## config.mk

```make
export PLATFORM = sky130hd
export DESIGN_NAME = tree_sprite_fetch
export DESIGN_NICKNAME = d
export VERILOG_FILES = /design/src/rtl/sprite_pkg.sv /design/src/rtl/sprite_addr_gen.sv /design/src/rtl/tree_sprite_fetch.sv
export SDC_FILE = /design/constraint.sdc
export NUM_CORES = 1
export LEC_CHECK = 0
export ABC_AREA = 1
export BUFFER_PORTS_ARGS = -buffer_cell sky130_fd_sc_hd__buf_4
export CAP_MARGIN = 30
export CELL_PAD_IN_SITES_DETAIL_PLACEMENT = 0
export CELL_PAD_IN_SITES_GLOBAL_PLACEMENT = 2
export CORE_ASPECT_RATIO = 0.6
export CORE_MARGIN = 2
export CORE_UTILIZATION = 32
export DETAILED_ROUTE_END_ITERATION = 8
export PLACE_DENSITY_LB_ADDON = 0.1
export SKIP_CTS_REPAIR_TIMING = 1
export SYNTH_ARGS = -nofsm -noshare
export SYNTH_HDL_FRONTEND = slang
export SYNTH_SLANG_ARGS = --single-unit
```

## constraint.sdc

```tcl
create_clock -name clk_i -period 3.7 [get_ports clk_i]
set_clock_uncertainty 0.1 [all_clocks]
set_input_delay 0.74 -clock clk_i [delete_from_list [all_inputs] [get_ports clk_i]]
set_output_delay 0.74 -clock clk_i [all_outputs]
set_load 0.01 [all_outputs]
```

## src/rtl/sprite_pkg.sv

```systemverilog
// Shared definitions for the sprite drawing stages.
//   TREE_W/TREE_H  : tree sprite dimensions in pixels (73x82)
//   TREE_WORDS     : tree_rom depth (TREE_W*TREE_H)
//   H_VISIBLE/V_VISIBLE : visible raster size
//   TRANSP_IDX     : palette index that is never drawn
//   fetch_state_t  : fetch FSM state encoding
package sprite_pkg;

  localparam int unsigned TREE_W     = 73;
  localparam int unsigned TREE_H     = 82;
  localparam int unsigned TREE_WORDS = TREE_W * TREE_H;
  localparam int unsigned H_VISIBLE  = 640;
  localparam int unsigned V_VISIBLE  = 480;
  localparam logic [3:0]  TRANSP_IDX = 4'h0;

  typedef enum logic [0:0] {
    StWaitFrame,
    StScan
  } fetch_state_t;

endpackage

```

## src/rtl/sprite_addr_gen.sv

```systemverilog
// Hit test, row-base accumulator and tree_rom address register.
// The ROM address is built incrementally: row_base steps by SPR_W once per
// sprite row (at the last visible column), and the column offset is added
// on every hit, so no multiplier is needed.
// Optional macro TREE_MIRROR_EN: adds mirror_i, which flips the column term.
// Ports:
//   clk_i, rst_ni      clock, async active-low reset
//   scan_i             fetch FSM is scanning (hits allowed)
//   pixel_en_i         draw_x_i/draw_y_i valid this cycle
//   frame_start_i      clears row_base
//   mirror_i           (TREE_MIRROR_EN only) latched horizontal flip
//   draw_x_i/draw_y_i  raster position
//   x0_i/y0_i          latched sprite top-left corner
//   hit_o              pixel inside sprite box this cycle (combinational)
//   rom_addr_o         registered tree_rom read address
module sprite_addr_gen
  import sprite_pkg::*;
#(
  parameter int unsigned SPR_W  = TREE_W,
  parameter int unsigned SPR_H  = TREE_H,
  parameter int unsigned ADDR_W = 13,
  parameter int unsigned H_LAST = H_VISIBLE - 1
) (
  input  logic              clk_i,
  input  logic              rst_ni,
  input  logic              scan_i,
  input  logic              pixel_en_i,
  input  logic              frame_start_i,
`ifdef TREE_MIRROR_EN
  input  logic              mirror_i,
`endif
  input  logic [9:0]        draw_x_i,
  input  logic [9:0]        draw_y_i,
  input  logic [9:0]        x0_i,
  input  logic [9:0]        y0_i,
  output logic              hit_o,
  output logic [ADDR_W-1:0] rom_addr_o
);

  logic [9:0]        dx, dy;
  logic              in_x, in_y;
  logic              hit;
  logic              row_adv;
  logic [6:0]        col;
  logic [ADDR_W-1:0] row_base_q, row_base_d;
  logic [ADDR_W-1:0] rom_addr_q, rom_addr_d;

  // 10-bit wrap makes DrawX < x0 a huge value, so one compare covers both sides.
  assign dx   = draw_x_i - x0_i;
  assign dy   = draw_y_i - y0_i;
  assign in_x = dx < 10'(SPR_W);
  assign in_y = dy < 10'(SPR_H);
  assign hit  = scan_i && pixel_en_i && in_x && in_y;

  // Advance on the last visible column even when the sprite is clipped on the
  // right, otherwise later rows would read the wrong ROM line.
  assign row_adv = scan_i && pixel_en_i && in_y && (draw_x_i == 10'(H_LAST));

`ifdef TREE_MIRROR_EN
  assign col = mirror_i ? (7'(SPR_W - 1) - dx[6:0]) : dx[6:0];
`else
  assign col = dx[6:0];
`endif

  always_comb begin
    row_base_d = row_base_q;
    rom_addr_d = rom_addr_q;
    if (frame_start_i) begin
      row_base_d = '0;
    end else if (row_adv) begin
      row_base_d = row_base_q + ADDR_W'(SPR_W);
    end
    // The current pixel uses the pre-frame_start row_base.
    if (hit) begin
      rom_addr_d = row_base_q + ADDR_W'(col);
    end
  end

  always_ff @(posedge clk_i or negedge rst_ni) begin
    if (!rst_ni) begin
      row_base_q <= '0;
      rom_addr_q <= '0;
    end else begin
      row_base_q <= row_base_d;
      rom_addr_q <= rom_addr_d;
    end
  end

  assign hit_o      = hit;
  assign rom_addr_o = rom_addr_q;

endmodule

```

## src/rtl/tree_sprite_fetch.sv

```systemverilog
// Tree sprite fetch stage, sitting directly upstream of tree_rom (1-Clk read).
// Follows the VGA raster, latches the tree position once per frame, drives the
// ROM address and realigns the returned word with a two-deep hit pipeline.
// Output latency is a fixed 3 Clk from the pixel_en cycle.
// Optional macro TREE_MIRROR_EN: adds mirror_i (latched at frame_start) that
// flips the tree horizontally.
// Ports:
//   clk_i, rst_ni          clock, async active-low reset
//   mirror_i               (TREE_MIRROR_EN only) horizontal flip request
//   pixel_en_i             draw_x_i/draw_y_i valid and advancing
//   frame_start_i          pulse at start of vertical blanking
//   draw_x_i, draw_y_i     raster position
//   tree_x_i, tree_y_i     sprite top-left, sampled at frame_start only
//   rom_data_i             tree_rom data_Out
//   rom_addr_o             tree_rom read_address (registered)
//   tree_on_o              opaque sprite pixel strobe
//   tree_idx_o             palette index while tree_on_o, else 0
module tree_sprite_fetch
  import sprite_pkg::*;
#(
  parameter int unsigned SPR_W      = TREE_W,
  parameter int unsigned SPR_H      = TREE_H,
  parameter int unsigned ADDR_W     = 13,
  parameter int unsigned H_LAST     = H_VISIBLE - 1,
  parameter logic [3:0]  TRANSP_IDX = sprite_pkg::TRANSP_IDX
) (
`ifdef TREE_MIRROR_EN
  input  logic              mirror_i,
`endif
  input  logic              clk_i,
  input  logic              rst_ni,
  input  logic              pixel_en_i,
  input  logic              frame_start_i,
  input  logic [9:0]        draw_x_i,
  input  logic [9:0]        draw_y_i,
  input  logic [9:0]        tree_x_i,
  input  logic [9:0]        tree_y_i,
  input  logic [3:0]        rom_data_i,
  output logic [ADDR_W-1:0] rom_addr_o,
  output logic              tree_on_o,
  output logic [3:0]        tree_idx_o
);

  fetch_state_t state_q, state_d;
  logic [9:0]   x0_q, x0_d;
  logic [9:0]   y0_q, y0_d;
  logic         hit;
  // hit_p1 lines up with rom_addr, hit_p2 with the ROM data word.
  logic         hit_p1_q, hit_p2_q;
  logic         tree_on_q, tree_on_d;
  logic [3:0]   tree_idx_q, tree_idx_d;
`ifdef TREE_MIRROR_EN
  logic         mirror_q, mirror_d;
`endif

  always_comb begin
    state_d = state_q;
    x0_d    = x0_q;
    y0_d    = y0_q;
`ifdef TREE_MIRROR_EN
    mirror_d = mirror_q;
`endif
    unique case (state_q)
      StWaitFrame: if (frame_start_i) state_d = StScan;
      StScan:      state_d = StScan;
      default:     state_d = StWaitFrame;
    endcase
    // Position only changes at frame_start; mid-frame TreeX/TreeY are ignored.
    if (frame_start_i) begin
      x0_d = tree_x_i;
      y0_d = tree_y_i;
`ifdef TREE_MIRROR_EN
      mirror_d = mirror_i;
`endif
    end
  end

  always_ff @(posedge clk_i or negedge rst_ni) begin
    if (!rst_ni) begin
      state_q <= StWaitFrame;
      x0_q    <= '0;
      y0_q    <= '0;
`ifdef TREE_MIRROR_EN
      mirror_q <= 1'b0;
`endif
    end else begin
      state_q <= state_d;
      x0_q    <= x0_d;
      y0_q    <= y0_d;
`ifdef TREE_MIRROR_EN
      mirror_q <= mirror_d;
`endif
    end
  end

  sprite_addr_gen #(
    .SPR_W  (SPR_W),
    .SPR_H  (SPR_H),
    .ADDR_W (ADDR_W),
    .H_LAST (H_LAST)
  ) u_addr_gen (
    .clk_i         (clk_i),
    .rst_ni        (rst_ni),
    .scan_i        (state_q == StScan),
    .pixel_en_i    (pixel_en_i),
    .frame_start_i (frame_start_i),
`ifdef TREE_MIRROR_EN
    .mirror_i      (mirror_q),
`endif
    .draw_x_i      (draw_x_i),
    .draw_y_i      (draw_y_i),
    .x0_i          (x0_q),
    .y0_i          (y0_q),
    .hit_o         (hit),
    .rom_addr_o    (rom_addr_o)
  );

  always_comb begin
    tree_on_d  = hit_p2_q && (rom_data_i != TRANSP_IDX);
    tree_idx_d = tree_on_d ? rom_data_i : 4'h0;
  end

  // Flags shift every Clk so each pixel yields a single-cycle strobe.
  always_ff @(posedge clk_i or negedge rst_ni) begin
    if (!rst_ni) begin
      hit_p1_q   <= 1'b0;
      hit_p2_q   <= 1'b0;
      tree_on_q  <= 1'b0;
      tree_idx_q <= 4'h0;
    end else begin
      hit_p1_q   <= hit;
      hit_p2_q   <= hit_p1_q;
      tree_on_q  <= tree_on_d;
      tree_idx_q <= tree_idx_d;
    end
  end

  assign tree_on_o  = tree_on_q;
  assign tree_idx_o = tree_idx_q;

endmodule

```

# [After elaboration in Yosys (flattened, before gate mapping)]
# Index checks and enable logic that the tools add are counted.
[totals] reg_bits=54 input_bits=48 out_inout_bits=18
[classes] add_sub_neg=4 n_lt_le_gt_ge=2 n_eq_ne=1 n_mux=5 bitwise_logic=1 n_reduce_logical=8
[op_table] op="13-bit two-way mux" count=2
[op_table] op="10-bit by 7-bit < comparator with 1-bit output, second input constant" count=2
[op_table] op="10-bit subtractor" count=2
[op_table] op="13-bit by 7-bit adder with 13-bit output" count=1
[op_table] op="13-bit by 7-bit adder with 13-bit output, second input constant" count=1
[op_table] op="10-bit == test, second input constant" count=1
[op_table] op="1-bit logical AND" count=6
[op_table] op="4-bit two-way mux" count=1
[op_table] op="4-bit nonzero test" count=1
[op_table] op="1-bit one-hot mux with 2 select lines" count=1
[op_table] op="2-bit nonzero test" count=1
[op_table] op="1-bit two-way mux" count=1
[op_table] op="1-bit inverter" count=1

# [Logic depth before layout (Yosys ltp)]
# Gate-level depths: netlist of the first run.
[logic_depth] ltp_word=6 ltp_mapped=21 ltp_nobuf=21

# [Modules after synthesis]
# A second synthesis of the first run with hierarchy kept.
[hier_totals] cells_unflattened=583 area_unflattened_um2=4040.1
[modules_own_cells] mod="sprite_addr_gen" n_inst=1 cells_per_inst=477 area_each_um2=3014.1 seq_area_each_um2=650.6
[modules_own_cells] mod="tree_sprite_fetch" n_inst=1 cells_per_inst=106 area_each_um2=1026.0 seq_area_each_um2=700.7

# [Worst setup path before layout of the first run]
# Ideal clock, no wire load.
[synth_path] kind="input port to flip-flop" start="input draw_x_i[0]" end="register u_addr_gen.rom_addr_q[12] (netlist: u_addr_gen.rom_addr_o[12])" setup_ns=0.113 arrival_ns=2.841 required_time_ns=3.487 path_slack_ns=0.646 stages=20 n_path_buf=0 path_cell_list="inv_1 -> ha_1 -> inv_1 -> fa_1 -> nand4_1 -> nand4_1 -> nand2_1 -> inv_1 -> ha_1 -> nand2_1 -> nor3_1 -> nand2_1 -> nand2_1 -> nand2_1 -> nor2_1 -> nand2_1 -> nand2_1 -> nand4_1 -> nand2_1 -> inv_1"
[synth_via] elab_chain_cells=4
[synth_lines] item="from (decl)" line="tree_sprite_fetch.sv:34" text="input logic [9:0] draw_x_i,"
[synth_lines] item="10-bit subtractor *" line="sprite_addr_gen.sv:49" text="assign dx = draw_x_i - x0_i;"
[synth_lines] item="10-bit by 7-bit < comparator with 1-bit output" line="sprite_addr_gen.sv:51" text="assign in_x = dx < 10'(SPR_W);"
[synth_lines] item="1-bit logical AND (2 in series)" line="sprite_addr_gen.sv:53" text="assign hit = scan_i && pixel_en_i && in_x && in_y;"
[synth_lines] item="to (signal assigned)" line="sprite_addr_gen.sv:85" text="rom_addr_q <= rom_addr_d;"
[synth_lines] item="to (decl)" line="sprite_addr_gen.sv:46" text="logic [ADDR_W-1:0] rom_addr_q, rom_addr_d;"
# Mark *: on every way between the ends. The rest lies on a longest branch, timed or not.
# A chain may end at the register's enable or synchronous reset.

# [Worst setup path in the final report of the first run]
# Ends and elaborated chain as after synthesis.

==> flow_summary.ini, run 1 <==
[logic_synthesis]
syn-num-nets = 646
syn_area_sq_mm = 0.00400
synth-seq-cells = 54
synth_fa_ha_area_frac = 0.0933
yosysWarnings = 0
synth_compound_gate_area_share = 0.0658
synth_top_family_by_area = simple AND/OR/NAND/NOR gates
synth-simple-area-share = 0.333
netlist_instances = 570
synth_mux_area_frac = 0
ys_seq_area_frac = 0.338
synth.avg_cell_area_sq_um = 7.01
synth_cell_types = 38
synth_xor_area_frac = 0.0485

[power]
power_leakage_uw = 0.00266
switchingPower_uw = 710
p_per_area_mw_per_mm2 = 406
ir_drop_mv = 0.179
intPower_uw = 1220
pwr-share-comb = 0.373
total_power_uw = 1930
p_sw_frac = 0.368
seqPwrFrac = 0.369
power_frac_clock = 0.258

[final_layout]
n_fill_cell = 1309
nets = 705
drive_above_1_share = 0.141
diodes = 0
synthToLayoutAreaGrowth_pct = 19.1

[global_route]
gr-total-overflow = 0
track_usage = 0.170
grt_max_degree = 55
grt_pass1_wl_um = 18100
grt_pass1_vias = 3511
antenna_found_initial = 0

[clocking]
clk_pin_slew_ns = 0.07
worstSkewPairLatency_ns = 0.30
cts_sinks = 54
htree_levels = 2
cts_tree = done
cts_root_buf = clkbuf_16
clockBufferDepth = 2
cts_buffers = 5

[setup_path]
critPathMaxFanout = 4
required_ns = 3.80
reg2regPathDepth = 20
regToRegStartpoint = x0_q[0]$_DFFE_PN0P_
worst-endpoint-arrival_ns = 3.23
startpoint = draw_x_i[0]
critPathKind = in2reg
setup.worst_path.start_class = input pin
rrSetupSlack_ns = 0.79
end_kind = flip-flop
r2r-end = u_addr_gen.rom_addr_o[12]$_DFFE_PN0P_

[die]
initial_core_util = 0.330
rows = 31
dieArea_sq_mm = 0.0134
coreArea_sq_mm = 0.0121
boundaryPins = 66
die_height_um = 90.6
die_w_um = 148

[run]
cap_violations = 0

[routing]
drtIter0Drc = 227
drtPass1Iterations = 4
vias = 3539
antenna_left = 0
routedWlPerCell_um = 13.1
wl_um = 10400
viasPerCell = 4.45
drc_errors = 0

[min_path]
hold_end = hit_p2_q$_DFF_PN0_
hold_start = hit_p1_q$_DFF_PN0_
hold_depth = 0
hold_class = reg2reg

[placed_design]
io_buffers = 65
dp_hpwl_um = 8170
gp_congestion = 0.824

[timing]
period_needed_ns = 3.13
hold_violations = 0
worstMarginPinSlew_ns = 0.742
max_freq_mhz = 319
max-slew-margin-rel = 0.505
fin_setup_tns_ns = 0
period_share = 0.847
rsz0062_at_grt = false
setup_violations = 0
slew_viol_final = 0

[status]
status = finished clean
how the worst max path moves through the flow:
stage | end | slack [ns]
floorplan | u_addr_gen.rom_addr_o[12]$_DFFE_PN0P_ | 0.65
global placement | u_addr_gen.rom_addr_o[12]$_DFFE_PN0P_ | 0.30
detailed placement | u_addr_gen.rom_addr_o[12]$_DFFE_PN0P_ | 0.24
CTS | u_addr_gen.rom_addr_o[12]$_DFFE_PN0P_ | 0.56
global route | u_addr_gen.rom_addr_o[9]$_DFFE_PN0P_ | 0.25
finish | u_addr_gen.rom_addr_o[12]$_DFFE_PN0P_ | 0.57
per-stage QoR:
stage | area [sq um] | hold slack (ns) | utilization | setup slack, ns | std cells
2_1_floorplan | 4000 | 0.231 | - | 0.646 | 570
3_3_place_gp | 4610 | 0.241 | 0.381 | 0.300 | 787
3_5_place_dp | 4610 | 0.240 | 0.381 | 0.245 | 787
4_1_cts | 4760 | 0.257 | 0.393 | 0.559 | 795
5_1_grt | 4760 | 0.268 | 0.393 | 0.246 | 795
6_report | 4760 | 0.253 | 0.393 | 0.567 | 795
power groups by stage:
stage	clock network, uW	logic (uW)	registers [uW]
after floorplan	0	470	734
after global placement	0	723	725
after detailed placement	0	723	726
after CTS	525	727	715
after global routing	550	831	725
final	498	721	713
cell usage after synthesis (all sizes together):
cell    count  area share
clkbuf      7      0.0066
o21a        2      0.0038
nand3b      2      0.0038
clkinv      2      0.0019
ha         25       0.078
a21oi      19       0.026
nand2     195        0.19
a21boi      2      0.0038
nor3b       2      0.0038
nand3      42       0.056
o21bai      1      0.0019
a21o        1      0.0019
o21ai      17       0.021
a31oi       1      0.0016
nand4      20       0.031
xnor2       6       0.018
o211ai      1      0.0019
dfrtp      54        0.34
buf         6       0.014
a211oi      1      0.0019
xor2       14       0.031
nor2       33       0.038
or2         1      0.0016
inv       105       0.099
and2        1      0.0016
fa          3       0.015
o41ai       1      0.0022
nor3        6      0.0075
worst max-delay path, stage by stage:
cell     delay [ns]
buf_4          0.12
inv_1          0.05
ha_1           0.13
inv_1          0.08
fa_1           0.44
nand4_1        0.14
nand4_1        0.10
nand2_1        0.12
inv_1          0.06
ha_1           0.35
nand2_1        0.09
nor3_1         0.13
nand2_1        0.07
nand2_1        0.10
nand2_1        0.10
nor2_1         0.09
nand2_1        0.05
nand2_1        0.06
nand4_1        0.09
nand2_1        0.09
inv_1          0.03
kinds of logic (layout without fill, tap and decap cells):
logic type               count (synthesis)  after routing
adder cells (fa/ha/maj)                 28             28
AND/OR/NAND/NOR                        302            302
AO/OA/AOI/OAI                           46             46
XOR/XNOR                                20             20
buffers and inverters                  120            180
flip-flops                              54             54
metal layers:
layer  routed length (um)  vias to the layer above  global-route usage
met1                 6100                     1586               0.276
li1                     -                     1888                   -
met2                 3810                       60               0.227
met5                    0                        -                   0
met3                  430                        5              0.0298
met4                   65                        0              0.0365
registers in the layout, indices dropped and copies added, names as in the netlist:
signal                 count
tree_on_o                  1
u_addr_gen.row_base_q     13
state_q                    1
y0_q                      10
x0_q                      10
hit_p2_q                   1
tree_idx_o                 4
hit_p1_q                   1
u_addr_gen.rom_addr_o     13
layout make-up:
class	count	area, sq um	area share
Inverter	107	402	0.0844
Clock inverter	2	12.5	0.00263
Timing Repair Buffer	65	488	0.103
Sequential cell	54	1350	0.284
Tap cell	165	206	0.0434
Multi-Input combinational cell	396	2160	0.454
Clock buffer	6	139	0.0292
layout by cell type, fill, tap and decap left out:
master / synthesis / final
xnor2_1: 5 / 5
clkinv_1: 2 / 2
o21a_1: 2 / 2
nor3_1: 6 / 6
o211ai_1: 1 / 1
ha_1: 25 / 25
buf_4: 3 / 65
inv_2: 1 / 1
xnor2_4: 1 / 1
a21o_1: 1 / 1
nand4_1: 20 / 20
o21ai_0: 17 / 17
o21bai_1: 1 / 1
nor3b_1: 2 / 2
nand2_1: 188 / 188
or2_2: 1 / 1
nor2_4: 1 / 1
and2_1: 1 / 1
a21oi_1: 17 / 17
a21boi_0: 2 / 2
dfrtp_1: 54 / 54
nor2_8: 1 / 1
nor2_1: 30 / 30
a211oi_1: 1 / 1
inv_1: 104 / 104
nand3_1: 41 / 41
a21oi_2: 2 / 2
nand3b_1: 2 / 2
a31oi_1: 1 / 1
o41ai_1: 1 / 1
clkbuf_8: 0 / 1
clkinv_2: 0 / 1
nand2_2: 5 / 5
nand2_4: 2 / 2
nand3_4: 1 / 1
fa_1: 3 / 3
clkinvlp_4: 0 / 1
xor2_1: 14 / 14
clkbuf_16: 0 / 5
nor2_2: 1 / 1
(Power assumes the default switching activity.)
==> run 2, diff against run 1 <==
--- a/config.mk
+++ b/config.mk
@@ -12,7 +12,7 @@
 export CELL_PAD_IN_SITES_GLOBAL_PLACEMENT = 2
 export CORE_ASPECT_RATIO = 0.6
 export CORE_MARGIN = 2
-export CORE_UTILIZATION = 32
+export CORE_UTILIZATION = 29
 export DETAILED_ROUTE_END_ITERATION = 8
 export PLACE_DENSITY_LB_ADDON = 0.1
 export SKIP_CTS_REPAIR_TIMING = 1
==> constraint.sdc (replaced) <==
create_clock -name clk_i -period 2.8 [get_ports clk_i]
set_clock_uncertainty 0.1 [all_clocks]
set_input_delay 0.56 -clock clk_i [delete_from_list [all_inputs] [get_ports clk_i]]
set_output_delay 0.56 -clock clk_i [all_outputs]
set_load 0.01 [all_outputs]
==> run 2 against run 1 <==
Net effect: non-clock buffer count up 38; routed wire length is 6.8% higher; critical path type is now reg2reg; sequential share of layout area decreased by 2.8 points; core utilization fell by 0.31 points; count of clock-buffer cells in the layout shrank 1; hold slack worse by 0.033 ns; largest cell class unchanged; die area increased by 10%.
==> flow_summary.ini, run 2 (same netlist as run 1, synthesis figures left out) <==
[timing]
whs_ns = 0.220
fin_ws_ns = 0.0759
setup_violations = 0
fin_setup_tns_ns = 0
rsz0062_at_grt = true
hold_violations = 0
max-slew-margin-rel = 0.511
slew_viol_final = 0
worstMarginPinSlew_ns = 0.734
period_needed_ns = 2.72
max_freq_mhz = 367
period_share = 0.973

[run]
cap_violations = 0

[status]
status = finished clean

[setup_path]
setup.worst_path.start_class = flip-flop
crit_top_cell = nand2_2
max_stage_delay_ns = 0.42
critPathMaxFanout = 4
reg2regPathDepth = 17
critPathKind = reg2reg
rrSetupSlack_ns = 0.08
crit_slowest_cell = fa_2
startpoint = x0_q[0]$_DFFE_PN0P_
r2r-end = u_addr_gen.rom_addr_o[9]$_DFFE_PN0P_
end_kind = flip-flop
path_cells = ha_4 -> inv_4 -> fa_2 -> nand4_1 -> nand3_2 -> nand2_2 -> nand2_2 -> inv_2 -> ha_4 -> a21oi_2 -> o21a_1 -> nand2_2 -> nand2_2 -> xor2_1 -> nand4_1 -> nand2_1 -> inv_1
regToRegStartpoint = x0_q[0]$_DFFE_PN0P_
worstSetupEndpoint = u_addr_gen.rom_addr_o[9]$_DFFE_PN0P_
worst-endpoint-arrival_ns = 2.81
required_ns = 2.89

[die]
die_w_um = 156
coreArea_sq_mm = 0.0135
dieArea_sq_mm = 0.0148
rows = 33
boundaryPins = 66
die_height_um = 94.9
initial_core_util = 0.295

[global_route]
grt_pass1_vias = 3579
grt_max_degree = 55
antenna_found_initial = 0
grt_pass1_wl_um = 18200
met1_usage = 0.248
busiest_layer = met1
met3_usage = 0.0307
track_usage = 0.157
use_met2 = 0.224
gr-total-overflow = 0

[min_path]
hold_class = in2async

[clocking]
cts_root_buf = clkbuf_16
cts_tree = done
cts_sinks = 54
worstSkewPairLatency_ns = 0.29
cts_buffers = 5
clockBufferDepth = 2
htree_levels = 2
clk_pin_slew_ns = 0.07

[placed_design]
io_buffers = 65
place_ws_ns = -0.279
placed_cell_area_sq_mm = 0.00495
gp_congestion = 0.809
dp_hpwl_um = 8590

[power]
ir_drop_mv = 0.236
power_leakage_uw = 0.00289
p_per_area_mw_per_mm2 = 539

[routing]
routedWlPerCell_um = 13.2
drtPass1Iterations = 4
drc_errors = 0
viasPerCell = 4.40
drtIter0Drc = 259
wl_um = 11100
antenna_left = 0
vias = 3708

[final_layout]
drive_above_1_share = 0.232
n_fill_cell = 1454
layout_commonest_cell = nand2_1
stdcell_area_sq_mm = 0.00528
regArea_sq_mm = 0.00135
synthToLayoutAreaGrowth_pct = 32.2
nets = 743
most-common-layout-cells = 181 x nand2_1, 101 x inv_1, 98 x buf_4
multiInputGateArea_sq_mm = 0.00231
diodes = 0
==> run 2: cell types whose count changed in the layout (fill, tap and decap cells not counted), moves of 2 or more <==
cell	change
nand2_2	+7
nor3_1	-2
inv_1	-3
inv_4	+2
nand3_2	+3
buf_4	+33
nor3_2	+2
ha_4	+7
a21oi_2	+3
nand2_1	-7
buf_12	+4
ha_1	-7
a21oi_1	-3
nand3_1	-3
==> run 2: cell type report <==
type	instances	area share
multi-input combinational	396	0.438
inverter	107	0.0770
timing repair buffer	103	0.157
clock inverter	3	0.00758
tap	175	0.0414
clock buffer	5	0.0237
sequential	54	0.256
==> run 2: per-layer routing <==
metal,share of wire,up-vias
met5,0,-
met2,0.39,66
met4,0.0031,0
li1,-,1964
met1,0.56,1676
met3,0.049,2
==> run 2: worst min-delay path by stage <==
| stage | start | endpoint | slack [ns] |
|---|---|---|---|
| after global routing | hit_p1_q$_DFF_PN0_ | hit_p2_q$_DFF_PN0_ | 0.27 |
| final | rst_ni | tree_idx_o[2]$_DFF_PN0_ | 0.22 |
| after floorplan | rst_ni | hit_p1_q$_DFF_PN0_ | 0.16 |
| after CTS | rst_ni | tree_idx_o[2]$_DFF_PN0_ | 0.26 |
| after detailed placement | hit_p1_q$_DFF_PN0_ | hit_p2_q$_DFF_PN0_ | 0.24 |
| after global placement | hit_p1_q$_DFF_PN0_ | hit_p2_q$_DFF_PN0_ | 0.24 |
==> run 2: critical path: cells and delay by family (launching register included) <==
| kind | cells | cell delay [ns] |
|---|---|---|
| flops | 1 | 0.40 |
| fa+ha+maj | 3 | 0.80 |
| buf+inv | 3 | 0.14 |
| simple gates | 8 | 0.72 |
| compound gates | 2 | 0.28 |
| xor+xnor | 1 | 0.18 |
==> run 2: through the flow <==
stage | std cells | power [uW] | utilization
4_1_cts | 840 | 2810 | 0.377
3_3_place_gp | 832 | 2070 | 0.365
3_5_place_dp | 832 | 2070 | 0.365
5_1_grt | 843 | 3100 | 0.390
6_report | 843 | 2850 | 0.390
2_1_floorplan | 570 | 1600 | -
==> run 2: power breakdown <==
group          internal, uW  switching [uW]
sequential              876            69.1
clock                   420             294
combinational           552             636
==> run 3, diff against run 2 <==
--- a/config.mk
+++ b/config.mk
@@ -11,7 +11,6 @@
 export CELL_PAD_IN_SITES_DETAIL_PLACEMENT = 0
 export CELL_PAD_IN_SITES_GLOBAL_PLACEMENT = 2
 export CORE_ASPECT_RATIO = 0.6
-export CORE_MARGIN = 2
 export CORE_UTILIZATION = 29
 export DETAILED_ROUTE_END_ITERATION = 8
 export PLACE_DENSITY_LB_ADDON = 0.1
==> run 3 against run 2 <==
Net effect: clock power increased by 2%; design area is 0.62% lower; setup slack worse by 0.036 ns; sequential power is essentially flat; final cell count decreased by 0.47%; critical path type unchanged; largest cell class unchanged; highest routed layer unchanged.
==> flow_summary.ini, run 3 (same netlist as run 1, synthesis figures left out) <==
[status]
status = finished clean

[clocking]
htree_levels = 2
clockBufferDepth = 2
clk_pin_slew_ns = 0.07
cts_tree = done
cts_sinks = 54
cts_root_buf = clkbuf_16
worstSkewPairLatency_ns = 0.30
cts_buffers = 5

[min_path]
hold_class = in2async

[run]
cap_violations = 0

[global_route]
track_usage = 0.168
antenna_found_initial = 0
grt_pass1_vias = 3685
grt_max_degree = 55
grt_pass1_wl_um = 18900
gr-total-overflow = 0

[timing]
rsz0062_at_grt = true
hold_violations = 0
slew_viol_final = 0
worstMarginPinSlew_ns = 0.757
max_freq_mhz = 362
period_share = 0.986
max-slew-margin-rel = 0.495
setup_violations = 0
fin_setup_tns_ns = 0
period_needed_ns = 2.76

[final_layout]
n_fill_cell = 1404
nets = 744
synthToLayoutAreaGrowth_pct = 31.4
layout_commonest_cell = nand2_1
drive_above_1_share = 0.230
layout.cells.non_filler = 839
most-common-layout-cells = 182 x nand2_1, 102 x inv_1, 101 x buf_4
diodes = 0

[setup_path]
critPathKind = reg2reg
reg2regPathDepth = 16
end_kind = flip-flop
critPathMaxFanout = 4
crit_buf_inv = 3
r2r-end = u_addr_gen.rom_addr_o[11]$_DFFE_PN0P_
crit_top_cell = nand2_1
required_ns = 2.90
crit_slowest_cell = fa_2
rrSetupSlack_ns = 0.04
worst-endpoint-arrival_ns = 2.86
max_stage_delay_ns = 0.43
path_cells = ha_2 -> inv_2 -> fa_2 -> nand4_1 -> nand4_1 -> nand2_1 -> inv_2 -> ha_4 -> nand2_1 -> o21a_1 -> nand2_2 -> nand2_1 -> xor2_1 -> nand4_1 -> nand2_1 -> inv_1
regToRegStartpoint = x0_q[0]$_DFFE_PN0P_
cp_top_family = adder cells
setup.worst_path.start_class = flip-flop

[routing]
vias = 3701
viasPerCell = 4.41
drc_errors = 0
drtIter0Drc = 206
drtPass1Iterations = 5
wl_um = 11100
routedWlPerCell_um = 13.2
antenna_left = 0

[placed_design]
gp_congestion = 0.820
dp_hpwl_um = 8470
io_buffers = 65
place_inst = 829

[power]
power_leakage_uw = 0.00290
total_power_uw = 2840
p_per_area_mw_per_mm2 = 540
ir_drop_mv = 0.252

[die]
rows = 32
die_w_um = 154
boundaryPins = 66
dieArea_sq_mm = 0.0143
coreArea_sq_mm = 0.0131
initial_core_util = 0.304
die_height_um = 92.9
[run 3: changes by cell type in the layout (fill, tap and decap cells not counted), moves of 2 or more]
| cell | delta |
|---|---|
| buf_4 | +3 |
| clkinv_2 | -2 |
| ha_2 | +2 |
| ha_4 | -2 |
| inv_4 | -2 |
| nand2_2 | -2 |
[run 3: report_power, final]
part	leakage (uW)	switching, uW	internal [uW]
Sequential	0.000645	68.4	876
Clock	0.0000771	303	423
Combinational	0.00217	627	538
Total	0.00290	999	1840
[run 3: worst register-to-register path: stages (launching register included)]
cell,delay [ns]
dfrtp_1,0.40
ha_2,0.20
inv_2,0.05
fa_2,0.43
nand4_1,0.13
nand4_1,0.09
nand2_1,0.11
inv_2,0.05
ha_4,0.28
nand2_1,0.08
o21a_1,0.21
nand2_2,0.11
nand2_1,0.07
xor2_1,0.14
nand4_1,0.11
nand2_1,0.07
inv_1,0.04
[run 3: per-layer routing]
metal / track usage / share of wire / vias to the layer above
li1: - / - / 1976
met5: 0 / 0 / -
met4: 0.0275 / 0.0068 / 0
met1: 0.263 / 0.58 / 1651
met2: 0.238 / 0.36 / 67
met3: 0.0304 / 0.048 / 7
[run 3: cell type report]
type / instances / area, sq um / share of cell area
clock buffers: 6 / 129 / 0.0245
clock inverters: 2 / 37.5 / 0.00715
inverters: 107 / 402 / 0.0765
multi-input cells: 396 / 2300 / 0.438
flip-flops and latches: 54 / 1350 / 0.257
well taps: 170 / 213 / 0.0405
repair buffers: 104 / 818 / 0.156
[run 3: worst max path at each step]
stage | to | from | slack [ns] | cells past startpoint
final | u_addr_gen.rom_addr_o[11]$_DFFE_PN0P_ | x0_q[0]$_DFFE_PN0P_ | 0.04 | 16
after global routing | u_addr_gen.rom_addr_o[12]$_DFFE_PN0P_ | draw_x_i[0] | -0.18 | 21
after CTS | u_addr_gen.rom_addr_o[11]$_DFFE_PN0P_ | draw_x_i[0] | 0.008 | 17
after detailed placement | u_addr_gen.rom_addr_o[11]$_DFFE_PN0P_ | draw_x_i[0] | -0.30 | 17
after global placement | u_addr_gen.rom_addr_o[11]$_DFFE_PN0P_ | draw_x_i[2] | -0.29 | 18
after floorplan | u_addr_gen.rom_addr_o[12]$_DFFE_PN0P_ | draw_x_i[0] | 0.008 | 20
[run 3: per-stage QoR]
step                hold WS, ns   util  cell area (sq um)  worst slack (ns)
finish                    0.233  0.400               5250            0.0399
global route              0.262  0.400               5250            -0.179
CTS                       0.252  0.389               5110           0.00754
detailed placement        0.235  0.376               4940            -0.296
global placement          0.238  0.376               4940            -0.288
floorplan                 0.164      -               4010           0.00769
